## config.mk

```make
export PLATFORM = sky130hd
export DESIGN_NAME = cdb_arbiter_flat
export DESIGN_NICKNAME = d
export VERILOG_FILES = /design/src/rtl/cdb_arbiter_if.sv /design/src/rtl/cdb_arbiter.sv /design/src/flat_wrapper.sv
export SDC_FILE = /design/constraint.sdc
export NUM_CORES = 1
export LEC_CHECK = 0
export CORE_ASPECT_RATIO = 0.9
export CORE_UTILIZATION = 25
export CTS_CLUSTER_DIAMETER = 50
export CTS_CLUSTER_SIZE = 28
export DETAILED_ROUTE_END_ITERATION = 8
export HOLD_SLACK_MARGIN = 0.05
export PLACE_DENSITY = 0.42
export SETUP_SLACK_MARGIN = 0.02
export SLEW_MARGIN = 20
export SYNTH_ARGS = -nofsm -noshare
export SYNTH_HDL_FRONTEND = slang
export SYNTH_SLANG_ARGS = --single-unit
```

## constraint.sdc

```tcl
create_clock -name clk_i -period 2.55 [get_ports clk_i]
set_clock_uncertainty 0.15 [all_clocks]
set_input_delay 0.6375 -clock clk_i [delete_from_list [all_inputs] [get_ports clk_i]]
set_output_delay 0.6375 -clock clk_i [all_outputs]
set_load 0.03 [all_outputs]
```

## src/rtl/cdb_arbiter_if.sv

```systemverilog
// Result ports from the ALU and load/store buffer plus the common data bus broadcast.
// The slave modport is the arbiter's view. The master modport is the view of the sources and consumers.
interface cdb_arbiter_if #(
  parameter int TAG_W  = 5,
  parameter int DATA_W = 32,
  parameter int RSN_W  = 3
);
  logic              alu_valid;
  logic [RSN_W-1:0]  alu_rsnum;
  logic [TAG_W-1:0]  alu_tag;
  logic [DATA_W-1:0] alu_data;
  logic              alu_ready;
  logic              lsb_valid;
  logic [TAG_W-1:0]  lsb_tag;
  logic [DATA_W-1:0] lsb_data;
  logic              lsb_ready;
  logic              cdb_valid;
  logic              cdb_src;
  logic [TAG_W-1:0]  cdb_tag;
  logic [DATA_W-1:0] cdb_data;
  logic              alu_finish;
  logic [RSN_W-1:0]  alu_fin_rsnum;

  modport master (
    output alu_valid, alu_rsnum, alu_tag, alu_data, lsb_valid, lsb_tag, lsb_data,
    input  alu_ready, lsb_ready, cdb_valid, cdb_src, cdb_tag, cdb_data,
           alu_finish, alu_fin_rsnum
  );

  modport slave (
    input  alu_valid, alu_rsnum, alu_tag, alu_data, lsb_valid, lsb_tag, lsb_data,
    output alu_ready, lsb_ready, cdb_valid, cdb_src, cdb_tag, cdb_data,
           alu_finish, alu_fin_rsnum
  );
endinterface

```

## src/rtl/cdb_arbiter.sv

```systemverilog
// Common data bus arbiter: a small FIFO per result source, one registered broadcast per cycle.
// Define CDB_RR_EN for round-robin arbitration; the default build gives the ALU fixed priority.
module cdb_arbiter #(
  parameter int TAG_W  = 5,
  parameter int DATA_W = 32,
  parameter int RSN_W  = 3,
  parameter int DEPTH  = 2
) (
  input  logic         clk_i,
  input  logic         rst_ni,
  input  logic         flush_i,
  cdb_arbiter_if.slave bus
);
  localparam int PTR_W = $clog2(DEPTH);
  localparam int CNT_W = $clog2(DEPTH + 1);
  localparam logic [CNT_W-1:0] FULL_CNT = CNT_W'(DEPTH);

  logic [RSN_W-1:0]  alu_rsn_q  [DEPTH];
  logic [TAG_W-1:0]  alu_tag_q  [DEPTH];
  logic [DATA_W-1:0] alu_data_q [DEPTH];
  logic [TAG_W-1:0]  lsb_tag_q  [DEPTH];
  logic [DATA_W-1:0] lsb_data_q [DEPTH];

  logic [PTR_W-1:0]  alu_wr_q, alu_wr_d, alu_rd_q, alu_rd_d;
  logic [PTR_W-1:0]  lsb_wr_q, lsb_wr_d, lsb_rd_q, lsb_rd_d;
  logic [CNT_W-1:0]  alu_cnt_q, alu_cnt_d, lsb_cnt_q, lsb_cnt_d;

  logic              alu_push_s, lsb_push_s;
  logic              alu_ne_s, lsb_ne_s;
  logic              gnt_alu_s, gnt_lsb_s;

  logic              cdb_valid_q, cdb_valid_d;
  logic              cdb_src_q, cdb_src_d;
  logic [TAG_W-1:0]  cdb_tag_q, cdb_tag_d;
  logic [DATA_W-1:0] cdb_data_q, cdb_data_d;
  logic              fin_q, fin_d;
  logic [RSN_W-1:0]  fin_rsn_q, fin_rsn_d;

  // Ready depends only on occupancy; a same-cycle pop does not free space for the source.
  assign alu_ne_s      = (alu_cnt_q != {CNT_W{1'b0}});
  assign lsb_ne_s      = (lsb_cnt_q != {CNT_W{1'b0}});
  assign bus.alu_ready = (alu_cnt_q != FULL_CNT);
  assign bus.lsb_ready = (lsb_cnt_q != FULL_CNT);
  assign alu_push_s    = bus.alu_valid & bus.alu_ready & ~flush_i;
  assign lsb_push_s    = bus.lsb_valid & bus.lsb_ready & ~flush_i;

  assign bus.cdb_valid     = cdb_valid_q;
  assign bus.cdb_src       = cdb_src_q;
  assign bus.cdb_tag       = cdb_tag_q;
  assign bus.cdb_data      = cdb_data_q;
  assign bus.alu_finish    = fin_q;
  assign bus.alu_fin_rsnum = fin_rsn_q;

`ifdef CDB_RR_EN
  logic rr_q, rr_d;   // 0: ALU preferred, 1: LSB preferred

  // Round-robin grant between the two queue heads
  always_comb begin
    gnt_alu_s = 1'b0;
    gnt_lsb_s = 1'b0;
    if (alu_ne_s && lsb_ne_s) begin
      gnt_lsb_s = rr_q;
      gnt_alu_s = ~rr_q;
    end else if (alu_ne_s) begin
      gnt_alu_s = 1'b1;
    end else if (lsb_ne_s) begin
      gnt_lsb_s = 1'b1;
    end else begin
      gnt_alu_s = 1'b0;
    end
    if (gnt_alu_s) begin
      rr_d = 1'b1;
    end else if (gnt_lsb_s) begin
      rr_d = 1'b0;
    end else begin
      rr_d = rr_q;
    end
  end

  // Preference pointer; a flush leaves it untouched
  always_ff @(posedge clk_i or negedge rst_ni) begin
    if (!rst_ni) begin
      rr_q <= 1'b0;
    end else if (flush_i) begin
      rr_q <= rr_q;
    end else begin
      rr_q <= rr_d;
    end
  end
`else
  // Fixed-priority grant: the LSB is served only while the ALU queue is empty
  always_comb begin
    gnt_alu_s = 1'b0;
    gnt_lsb_s = 1'b0;
    if (alu_ne_s) begin
      gnt_alu_s = 1'b1;
    end else if (lsb_ne_s) begin
      gnt_lsb_s = 1'b1;
    end else begin
      gnt_alu_s = 1'b0;
    end
  end
`endif

  // Queue pointer and occupancy next state; flush empties both queues
  always_comb begin
    alu_wr_d  = alu_wr_q;
    alu_rd_d  = alu_rd_q;
    lsb_wr_d  = lsb_wr_q;
    lsb_rd_d  = lsb_rd_q;
    alu_cnt_d = alu_cnt_q;
    lsb_cnt_d = lsb_cnt_q;
    if (flush_i) begin
      alu_wr_d  = {PTR_W{1'b0}};
      alu_rd_d  = {PTR_W{1'b0}};
      lsb_wr_d  = {PTR_W{1'b0}};
      lsb_rd_d  = {PTR_W{1'b0}};
      alu_cnt_d = {CNT_W{1'b0}};
      lsb_cnt_d = {CNT_W{1'b0}};
    end else begin
      alu_wr_d = alu_push_s ? alu_wr_q + PTR_W'(1) : alu_wr_q;
      alu_rd_d = gnt_alu_s  ? alu_rd_q + PTR_W'(1) : alu_rd_q;
      lsb_wr_d = lsb_push_s ? lsb_wr_q + PTR_W'(1) : lsb_wr_q;
      lsb_rd_d = gnt_lsb_s  ? lsb_rd_q + PTR_W'(1) : lsb_rd_q;
      case ({alu_push_s, gnt_alu_s})
        2'b10:   alu_cnt_d = alu_cnt_q + CNT_W'(1);
        2'b01:   alu_cnt_d = alu_cnt_q - CNT_W'(1);
        default: alu_cnt_d = alu_cnt_q;
      endcase
      case ({lsb_push_s, gnt_lsb_s})
        2'b10:   lsb_cnt_d = lsb_cnt_q + CNT_W'(1);
        2'b01:   lsb_cnt_d = lsb_cnt_q - CNT_W'(1);
        default: lsb_cnt_d = lsb_cnt_q;
      endcase
    end
  end

  // Broadcast next state: the granted head, or all zeros when idle or flushing
  always_comb begin
    cdb_valid_d = 1'b0;
    cdb_src_d   = 1'b0;
    cdb_tag_d   = {TAG_W{1'b0}};
    cdb_data_d  = {DATA_W{1'b0}};
    fin_d       = 1'b0;
    fin_rsn_d   = {RSN_W{1'b0}};
    if (flush_i) begin
      cdb_valid_d = 1'b0;
    end else if (gnt_alu_s) begin
      cdb_valid_d = 1'b1;
      cdb_tag_d   = alu_tag_q[alu_rd_q];
      cdb_data_d  = alu_data_q[alu_rd_q];
      fin_d       = 1'b1;
      fin_rsn_d   = alu_rsn_q[alu_rd_q];
    end else if (gnt_lsb_s) begin
      cdb_valid_d = 1'b1;
      cdb_src_d   = 1'b1;
      cdb_tag_d   = lsb_tag_q[lsb_rd_q];
      cdb_data_d  = lsb_data_q[lsb_rd_q];
    end else begin
      cdb_valid_d = 1'b0;
    end
  end

  // Queue storage writes
  always_ff @(posedge clk_i or negedge rst_ni) begin
    if (!rst_ni) begin
      for (int i = 0; i < DEPTH; i++) begin
        alu_rsn_q[i]  <= {RSN_W{1'b0}};
        alu_tag_q[i]  <= {TAG_W{1'b0}};
        alu_data_q[i] <= {DATA_W{1'b0}};
        lsb_tag_q[i]  <= {TAG_W{1'b0}};
        lsb_data_q[i] <= {DATA_W{1'b0}};
      end
    end else begin
      if (alu_push_s) begin
        alu_rsn_q[alu_wr_q]  <= bus.alu_rsnum;
        alu_tag_q[alu_wr_q]  <= bus.alu_tag;
        alu_data_q[alu_wr_q] <= bus.alu_data;
      end
      if (lsb_push_s) begin
        lsb_tag_q[lsb_wr_q]  <= bus.lsb_tag;
        lsb_data_q[lsb_wr_q] <= bus.lsb_data;
      end
    end
  end

  // Pointer, occupancy and broadcast registers
  always_ff @(posedge clk_i or negedge rst_ni) begin
    if (!rst_ni) begin
      alu_wr_q    <= {PTR_W{1'b0}};
      alu_rd_q    <= {PTR_W{1'b0}};
      lsb_wr_q    <= {PTR_W{1'b0}};
      lsb_rd_q    <= {PTR_W{1'b0}};
      alu_cnt_q   <= {CNT_W{1'b0}};
      lsb_cnt_q   <= {CNT_W{1'b0}};
      cdb_valid_q <= 1'b0;
      cdb_src_q   <= 1'b0;
      cdb_tag_q   <= {TAG_W{1'b0}};
      cdb_data_q  <= {DATA_W{1'b0}};
      fin_q       <= 1'b0;
      fin_rsn_q   <= {RSN_W{1'b0}};
    end else begin
      alu_wr_q    <= alu_wr_d;
      alu_rd_q    <= alu_rd_d;
      lsb_wr_q    <= lsb_wr_d;
      lsb_rd_q    <= lsb_rd_d;
      alu_cnt_q   <= alu_cnt_d;
      lsb_cnt_q   <= lsb_cnt_d;
      cdb_valid_q <= cdb_valid_d;
      cdb_src_q   <= cdb_src_d;
      cdb_tag_q   <= cdb_tag_d;
      cdb_data_q  <= cdb_data_d;
      fin_q       <= fin_d;
      fin_rsn_q   <= fin_rsn_d;
    end
  end
endmodule

```

## src/flat_wrapper.sv

```systemverilog
// flat-port wrapper written by rule: the top's interface ports become plain ports
module cdb_arbiter_flat 
#(
  parameter int TAG_W  = 5,
  parameter int DATA_W = 32,
  parameter int RSN_W  = 3,
  parameter int DEPTH  = 2
)
  (clk_i, rst_ni, flush_i, bus_alu_valid, bus_alu_rsnum, bus_alu_tag, bus_alu_data, bus_lsb_valid, bus_lsb_tag, bus_lsb_data, bus_alu_ready, bus_lsb_ready, bus_cdb_valid, bus_cdb_src, bus_cdb_tag, bus_cdb_data, bus_alu_finish, bus_alu_fin_rsnum);
  cdb_arbiter_if #(.TAG_W(TAG_W), .DATA_W(DATA_W), .RSN_W(RSN_W)) bus_i ();
  input  logic clk_i;
  input  logic rst_ni;
  input  logic flush_i;
  input wire logic [$bits(bus_i.alu_valid)-1:0] bus_alu_valid;
  input wire logic [$bits(bus_i.alu_rsnum)-1:0] bus_alu_rsnum;
  input wire logic [$bits(bus_i.alu_tag)-1:0] bus_alu_tag;
  input wire logic [$bits(bus_i.alu_data)-1:0] bus_alu_data;
  input wire logic [$bits(bus_i.lsb_valid)-1:0] bus_lsb_valid;
  input wire logic [$bits(bus_i.lsb_tag)-1:0] bus_lsb_tag;
  input wire logic [$bits(bus_i.lsb_data)-1:0] bus_lsb_data;
  output wire logic [$bits(bus_i.alu_ready)-1:0] bus_alu_ready;
  output wire logic [$bits(bus_i.lsb_ready)-1:0] bus_lsb_ready;
  output wire logic [$bits(bus_i.cdb_valid)-1:0] bus_cdb_valid;
  output wire logic [$bits(bus_i.cdb_src)-1:0] bus_cdb_src;
  output wire logic [$bits(bus_i.cdb_tag)-1:0] bus_cdb_tag;
  output wire logic [$bits(bus_i.cdb_data)-1:0] bus_cdb_data;
  output wire logic [$bits(bus_i.alu_finish)-1:0] bus_alu_finish;
  output wire logic [$bits(bus_i.alu_fin_rsnum)-1:0] bus_alu_fin_rsnum;
  assign bus_i.alu_valid = bus_alu_valid;
  assign bus_i.alu_rsnum = bus_alu_rsnum;
  assign bus_i.alu_tag = bus_alu_tag;
  assign bus_i.alu_data = bus_alu_data;
  assign bus_i.lsb_valid = bus_lsb_valid;
  assign bus_i.lsb_tag = bus_lsb_tag;
  assign bus_i.lsb_data = bus_lsb_data;
  assign bus_alu_ready = bus_i.alu_ready;
  assign bus_lsb_ready = bus_i.lsb_ready;
  assign bus_cdb_valid = bus_i.cdb_valid;
  assign bus_cdb_src = bus_i.cdb_src;
  assign bus_cdb_tag = bus_i.cdb_tag;
  assign bus_cdb_data = bus_i.cdb_data;
  assign bus_alu_finish = bus_i.alu_finish;
  assign bus_alu_fin_rsnum = bus_i.alu_fin_rsnum;
  cdb_arbiter #(.TAG_W(TAG_W), .DATA_W(DATA_W), .RSN_W(RSN_W), .DEPTH(DEPTH)) u_core (.clk_i(clk_i), .rst_ni(rst_ni), .flush_i(flush_i), .bus(bus_i));
endmodule
```

==> results_dict.tcl <==
set metrics [dict create \
    synth_area_per_cell_um2 15.2 \
    synth-main-ff-cell "dfrtp_1" \
    async_reset_ff_frac 1.00 \
    ir_drop_uv 496 \
    p_total_mw 9.95 \
    worst_hold_slack_ps 341 \
    dieArea_um2 34200 \
    met1_usage 0.165 \
    clkPwrFrac 0.416 \
    drtAntennaViolNets 0 \
    post_synth_xor_area_fraction 0.00105 \
    layout_common_cells "dfrtp_1, mux2_2, clkdlybuf4s50_1, mux2i_1, o22ai_1" \
    setup_violations 0 \
    cp_data_arrival_time_ps 1600 \
    final_common_cell "dfrtp_1" \
    finalHoldViolations 0 \
    grt_use_total 0.129 \
    synth_warnings 0 \
    portBuffers 126 \
    groute.layer.met2.usage 0.218 \
    drv_cap 0 \
    synthMuxAreaShare 0.304 \
    fin_crit_sh 0.935 \
    critPathSlowestCell "dfrtp_1" \
    tns_ps 0 \
    post_drt_wl_per_cell_um 18.8 \
    required_ps 1760 \
    final_nets 781 \
    cts_buffer_depth 3 \
    p_leak_nw 4.73 \
    power_frac_comb 0.159 \
    crit_fanout 4 \
    path_class "reg -> out" \
    grt_max_degree 61 \
    synth.distinct_cells 31 \
    syn_nets 634 \
    yosys.area_share.adder 0 \
    fillers 3185 \
    maxSlewViolCount 0 \
    antenna_found_initial 4 \
    totalWireLength_um 21600 \
    path_clk_slew_ps 60 \
    grt-ovfl-total 0 \
    drc 0 \
    gp_congestion 0.696 \
    grt_pass1_wl_um 34300 \
    cts_buffers 29 \
    status "finished clean" \
    grt_util_met3 0.0301 \
    worst-path-buf-inv 2 \
    start_util 0.254 \
    io_pins 127 \
    core_um2 32900 \
    fmax_mhz 420 \
    critPathMaxStageDelay_ps 400 \
    swShare 0.258 \
    syn2layout_area_growth_pct 35.8 \
    synth_edf_count 0 \
    worstSetupEndpointType "primary output" \
    clock_latency_ps 540 \
    seq_area_frac_synth 0.613 \
    vias 5128 \
    gr-max-usage-layer "met2" \
    slew_headroom 0.580 \
    routed_via_density 4.47 \
    hpwl_um 14300 \
    post-route-min-period_ps 2380 \
    critPathLaunchType "flop" \
    die_y_um 176 \
    path_delay_family "buffers and inverters" \
    htreeDepth 1 \
    syn_area_um2 8370 \
    rows 63 \
    p_sw_mw 2.57 \
    hp-class "reg -> reg" \
    drtIter0Drc 193 \
    seq_power_share 0.425 \
    yosys.area_share.simple 0.0173 \
    rsz0062_at_grt "false" \
    cts_root_buffer "clkbuf_16" \
    synth_top_family_by_area "multiplexers" \
    yosys_register_bits 205 \
    internal-power_mw 7.38 \
    dieWidth_um 195 \
    synthCells 552 \
    path_cells "nor2b_2 > inv_1 > clkdlybuf4s15_2" \
    final_layout_size_suffix_gt1_frac 0.331 \
    numClockSinks 205 \
    synth-compound-area-share 0.0362 \
    p_per_area_nw_per_um2 875 \
    dr.pass1.iters 4 \
    tightest_slew_ps 630 \
    grt_pass1_vias 5910 \
    tritoncts "yes" \
]
cell usage after synthesis (2+ instances only):
library cell,number,area share
o21ai_0,4,0.0024
clkbuf_1,13,0.0058
mux2_4,10,0.018
buf_6,9,0.012
or3_1,3,0.0022
dfrtp_1,205,0.61
inv_1,5,0.0022
nor2b_1,2,0.0015
o22ai_1,37,0.028
a21oi_1,6,0.0036
nor2_1,7,0.0031
mux2i_1,77,0.092
nand2_1,2,0.00090
buf_2,12,0.0072
nand4b_1,2,0.0021
mux2_2,139,0.19
mux2_1,5,0.0067
sequential cells by signal, indices dropped and copies added, names as in the netlist:
signal / flops
u_core.bus.cdb_data: 32
u_core.bus.alu_finish: 1
u_core.bus.cdb_src: 1
u_core.lsb_data_q: 64
u_core.alu_rd_q: 1
u_core.lsb_cnt_q: 2
u_core.alu_cnt_q: 2
u_core.alu_wr_q: 1
u_core.lsb_tag_q: 10
u_core.bus.cdb_valid: 1
u_core.alu_tag_q: 10
u_core.bus.alu_fin_rsnum: 3
u_core.alu_data_q: 64
u_core.alu_rsn_q: 6
u_core.bus.cdb_tag: 5
u_core.lsb_rd_q: 1
u_core.lsb_wr_q: 1
worst paths after layout:
kind,end,cells past startpoint,slack [ps],startpoint
max in group asynchronous,u_core.bus.cdb_data[30],3,1110,rst_ni
hold / removal,u_core.alu_tag_q[5],1,340,u_core.alu_tag_q[5]
setup / recovery,bus_alu_ready,3,170,u_core.alu_cnt_q[1]
setup reg to reg,u_core.bus.cdb_data[15],4,590,u_core.alu_cnt_q[0]
min in group asynchronous,u_core.bus.cdb_data[3],2,450,rst_ni
hold reg to reg,u_core.alu_tag_q[5],1,340,u_core.alu_tag_q[5]
kinds of logic (layout without fill, tap and decap cells):
group / after synthesis / in the layout
AOI/OAI and AO/OA: 50 / 50
DFF: 205 / 205
muxes: 231 / 231
and+or+nand+nor: 23 / 23
other: 0 / 2
xor gates and xnor gates: 1 / 1
buffers and inverters: 42 / 212
timing repair:
action,CTS,global route
endpoints found under the hold margin,37,0
buffers inserted,0,0
endpoints found under the setup margin,2,2
gates resized for setup,6,3
hold buffers,1,0
metrics by stage:
stage                     setup slack (ps)  instance area, µm²  std cells  utilization
after global placement                11.4               10300       1089        0.314
after global routing                  92.4               11400       1144        0.345
after floorplan                        495                8370        552            -
final                                  167               11400       1146        0.345
after CTS                            -12.6               11400       1144        0.345
after detailed placement             -12.6               10300       1089        0.314
routing by layer:
metal  vias to the layer above  wire length [µm]
li1                       2308                 -
met4                         4               575
met1                      2652              9700
met3                        46              1030
met5                         -                24
met2                       118             10300
power groups by stage:
stage                     logic (mW)  clock network, mW  registers [mW]
final                           1.58               4.14            4.23
after CTS                       1.62               4.28            4.23
after floorplan                0.931                  0            4.29
after global placement          1.57                  0            4.25
after global routing            1.72               4.42            4.31
after detailed placement        1.61                  0            4.29
layout make-up:
type / count / area, µm² / area share
timing repair buffer: 152 / 1650 / 0.145
inverter: 6 / 22.5 / 0.00198
multi-input combinational: 305 / 3020 / 0.266
sequential: 205 / 5130 / 0.452
antenna: 2 / 5.00 / 0.000440
clock inverter: 17 / 205 / 0.0181
clock buffer: 37 / 806 / 0.0709
tap: 422 / 528 / 0.0464
Power figures use the tool's default switching activity.
